===== config.mk =====
export PLATFORM = sky130hd
export DESIGN_NAME = vga_timing_gen
export DESIGN_NICKNAME = d
export VERILOG_FILES = /design/src/rtl/vga_timing_gen.sv
export SDC_FILE = /design/constraint.sdc
export NUM_CORES = 1
export LEC_CHECK = 0
export BUFFER_PORTS_ARGS = -buffer_cell sky130_fd_sc_hd__buf_2
export CAP_MARGIN = 20
export CORE_ASPECT_RATIO = 0.75
export CORE_MARGIN = 5
export CORE_UTILIZATION = 56
export DETAILED_ROUTE_END_ITERATION = 6
export PLACE_DENSITY = 0.83
export SETUP_SLACK_MARGIN = 0.1
export SKIP_CTS_REPAIR_TIMING = 1
export SLEW_MARGIN = 25
export SYNTH_ARGS = -nofsm -noshare
export SYNTH_HDL_FRONTEND = slang
export SYNTH_SLANG_ARGS = --single-unit

===== constraint.sdc =====
create_clock -name vga_clk -period 3.1 [get_ports vga_clk]
set_input_delay 0.93 -clock vga_clk [delete_from_list [all_inputs] [get_ports vga_clk]]
set_output_delay 0.93 -clock vga_clk [all_outputs]
set_load 0.02 [all_outputs]

===== src/rtl/vga_timing_gen.sv =====
// Raster timing generator: pixel coordinates, syncs, visible strobe and line/frame pulses.
// Optional frame counter enabled by defining VGA_TIMING_FRAME_CNT_EN.
module vga_timing_gen #(
  parameter int H_VISIBLE = 640,
  parameter int H_FRONT   = 16,
  parameter int H_SYNC    = 96,
  parameter int H_BACK    = 48,
  parameter int V_VISIBLE = 480,
  parameter int V_FRONT   = 10,
  parameter int V_SYNC    = 2,
  parameter int V_BACK    = 33
) (
  input  logic       vga_clk,
  input  logic       reset_n,
  input  logic       pix_en,
  output logic [9:0] DrawX,
  output logic [9:0] DrawY,
  output logic       hs,
  output logic       vs,
  output logic       blank,
  output logic       line_start,
  output logic       frame_start,
  output logic [7:0] frame_cnt
);

  localparam int H_TOTAL = H_VISIBLE + H_FRONT + H_SYNC + H_BACK;
  localparam int V_TOTAL = V_VISIBLE + V_FRONT + V_SYNC + V_BACK;

  localparam logic [9:0] H_LAST   = 10'(H_TOTAL - 1);
  localparam logic [9:0] V_LAST   = 10'(V_TOTAL - 1);
  localparam logic [9:0] H_VIS    = 10'(H_VISIBLE);
  localparam logic [9:0] V_VIS    = 10'(V_VISIBLE);
  localparam logic [9:0] HS_START = 10'(H_VISIBLE + H_FRONT);
  localparam logic [9:0] HS_END   = 10'(H_VISIBLE + H_FRONT + H_SYNC);
  localparam logic [9:0] VS_START = 10'(V_VISIBLE + V_FRONT);
  localparam logic [9:0] VS_END   = 10'(V_VISIBLE + V_FRONT + V_SYNC);

  // pix_en is a plain advance enable, not a handshake: when low, every
  // register (coordinates, syncs, pulses, counter) holds its value.
  logic       run;
  logic [9:0] nx;
  logic [9:0] ny;

  // The first enabled edge after reset holds (0,0) so pixel (0,0) is emitted.
  always_comb begin
    nx = DrawX;
    ny = DrawY;
    if (!run) begin
      nx = '0;
      ny = '0;
    end else if (DrawX == H_LAST) begin
      nx = '0;
      ny = (DrawY == V_LAST) ? 10'd0 : DrawY + 10'd1;
    end else begin
      nx = DrawX + 10'd1;
    end
  end

  // Decodes come from next-state coordinates so they line up with DrawX/DrawY.
  always_ff @(posedge vga_clk or negedge reset_n) begin
    if (!reset_n) begin
      run         <= 1'b0;
      DrawX       <= '0;
      DrawY       <= '0;
      hs          <= 1'b1;
      vs          <= 1'b1;
      blank       <= 1'b0;
      line_start  <= 1'b0;
      frame_start <= 1'b0;
    end else if (pix_en) begin
      run         <= 1'b1;
      DrawX       <= nx;
      DrawY       <= ny;
      hs          <= !((nx >= HS_START) && (nx < HS_END));
      vs          <= !((ny >= VS_START) && (ny < VS_END));
      blank       <= (nx < H_VIS) && (ny < V_VIS);
      line_start  <= (nx == 10'd0);
      frame_start <= (nx == 10'd0) && (ny == 10'd0);
    end
  end

`ifdef VGA_TIMING_FRAME_CNT_EN
  always_ff @(posedge vga_clk or negedge reset_n) begin
    if (!reset_n) begin
      frame_cnt <= '0;
    end else if (pix_en && (nx == 10'd0) && (ny == 10'd0)) begin
      frame_cnt <= frame_cnt + 8'd1;
    end
  end
`else
  assign frame_cnt = 8'd0;
`endif

endmodule


==> reports/qor.csv <==
metric,value,unit
status,"finished, final reports clean",
first_global_vias,1517,
cp-start-kind,flop,
fin_util,63.0,%
dieWidth,79.4,µm
syn-instance-count,236,
internal_power,0.568,mW
start_util,59.9,%
port_buffers,27,
dominantRegCellSynth,dfrtp_1,
fin_nets,256,
setup_slack,0.610,ns
synthDistinctLibCells,59,
netSwitchingFraction,38.4,%
hpwl,3470,µm
setup_violations,0,
die_area,4930,µm²
hold_end,blank,
p_switching,0.354,mW
ys.warnings.count,0,
synth_area,2020,µm²
routabilityCongestion,0.885,
rsz0062_at_grt,no,
ir_drop,0.281,mV
worstPathMaxFanout,15,
crit_path_start,DrawX[1],
seqPwrFrac,50.3,%
core.rowCount,18,
end_kind,flop,
cts_tree,yes,
final_hold_viol_count,0,
timing.slew.headroom,61.1,%
drt_wl_total,4970,µm
p_clk_share,21.0,%
overflow,0,
yosysTopAreaCell,dfrtp_1,
rr_startpoint,DrawX[1],
wl_per_cell,17.2,µm
ys_seq_area_share,32.3,%
rr_worst_depth,7,
drc,0,
antenna_found_initial,0,
combPwrFrac,28.6,%
fin_crit,2.49,ns
dp_slack,0.642,ns
cts-root-buf,clkbuf_8,
r2r-end,frame_start,
numCtsBuffers,3,
fin_tns_setup,0,ns
drv_cap,0,
cts_buffer_depth,2,
clk_pin_slew,0.09,ns
crit_type,reg2reg,
drtAntennaViolNets,0,
rrSetupSlack,0.61,ns
cp_data_arrival_time,2.67,ns
holdPathStages,2,
tightest_slew,0.584,ns
synth-edff-count,0,
die_h,62.1,µm
fin_worst_skew,0.00254,ns
drive_above_1_share,19.0,%
place_inst,285,
yosysTopAreaCellShare,29.7,%
max_freq,402,MHz
grt_first_pass_wirelength,8020,µm
synthMostInstantiatedCell,nand2_1,
hp-class,reg2reg,
required,3.28,ns
power,0.923,mW
ios,36,
synth-seq-cells,26,
vias,1867,
async_flop_share,100,%
synthTopCellsByCount,"nand2_1 (25), dfrtp_1 (24), o21ai_0 (21), nand3_1 (15), clkbuf_1 (11)",
core-area,3380,µm²
cts_sinks,26,
drt_iter0_drc,226,
clock_latency,0.27,ns
fin_cells,288,
viasPerCell,6.48,
leakage,0.895,nW
htreeDepth,1,
cellPowerDensity,434,nW/µm²
finalMaxSlewViolations,0,
period_share,80.3,%
ys_top_cells_by_area,"dfrtp_1 (30%), o21ai_0 (5.2%), nand2_1 (4.6%), buf_4 (3.7%), nand3_1 (3.7%)",
grtUsageTotal,21.4,%
grt_max_degree,27,
diodes,0,
area_growth,5.13,%
firstDrtPassIters,5,
hp-start,blank,
postSynthAreaPerCell,8.57,µm²
-- cell families (layout without fill, tap and decap cells) --
family	Yosys count	after routing	synth area share, %
multiplexers	3	3	1.55
AO/OA/AOI/OAI	66	66	22.6
flip-flops	26	26	32.3
adder cells (fa/ha/maj)	3	3	1.86
buffers and inverters	34	39	9.40
other	1	8	0.185
AND/OR/NAND/NOR	91	91	26.5
XOR/XNOR	12	12	5.57
-- flip-flops by register name (all words and copies together), names as in the netlist --
signal,flops
hs,1
vs,1
frame_start,1
run,1
DrawX,10
DrawY,10
blank,1
line_start,1
-- final cells by class --
cell class | count | area [µm²]
well taps | 40 | 50.0
repair buffers | 29 | 150
fillers | 285 | 1250
flip-flops and latches | 26 | 653
inverters | 7 | 26.3
multi-input cells | 183 | 1210
clock buffers | 3 | 41.3
-- metal layers --
layer | track usage (%) | vias to the layer above | part of all wire [%]
li1 | - | 889 | -
met1 | 34.9 | 886 | 52
met2 | 28.7 | 86 | 41
met3 | 4.61 | 6 | 7.4
met4 | 3.19 | 0 | 0.54
met5 | 0 | - | 0
-- stage by stage --
stage,hold WS [ns],instance area (µm²)
floorplan,0.516,2050
global placement,0.469,2090
detailed placement,0.478,2090
CTS,0.500,2130
global route,0.529,2130
finish,0.499,2130
-- layout by cell type (no fill, tap or decap), types with 5 or more instances in the layout --
cell     netlist  routed
dfrtp_1       24      24
o31ai_1        6       6
nor3_1         6       6
o21ai_0       21      21
conb_1         1       8
a21oi_1       10      10
nand4_1        6       6
buf_2          2      27
xnor2_1        7       7
a31oi_1        5       5
nor2_1         8       8
nand3_1       15      15
nand2_1       25      25
and3_1         5       5
inv_1          5       5
-- power by group through the flow --
stage | combinational, mW | clock [mW] | sequential, mW
after detailed placement | 0.262 | 0 | 0.468
after CTS | 0.264 | 0.201 | 0.462
after floorplan | 0.184 | 0 | 0.478
after global placement | 0.261 | 0 | 0.465
final | 0.264 | 0.194 | 0.464
after global routing | 0.291 | 0.218 | 0.477
-- worst max-delay path, cell delays in order (launching register included) --
cell	delay, ns
dfrtp_1	0.46
ha_1	0.29
and4_4	0.34
and3_4	0.32
nand4_1	0.19
xor2_2	0.29
a41oi_1	0.17
o41ai_2	0.34
-- worst max-delay path by stage --
| stage | to | slack [ns] | depth (start not counted) |
|---|---|---|---|
| after global placement | frame_start | 0.72 | 7 |
| after CTS | frame_start | 0.63 | 7 |
| after global routing | frame_start | 0.45 | 7 |
| final | frame_start | 0.61 | 7 |
| after detailed placement | frame_start | 0.64 | 7 |
| after floorplan | frame_start | 0.72 | 9 |
Note: power is estimated with default switching activity, not from simulation.
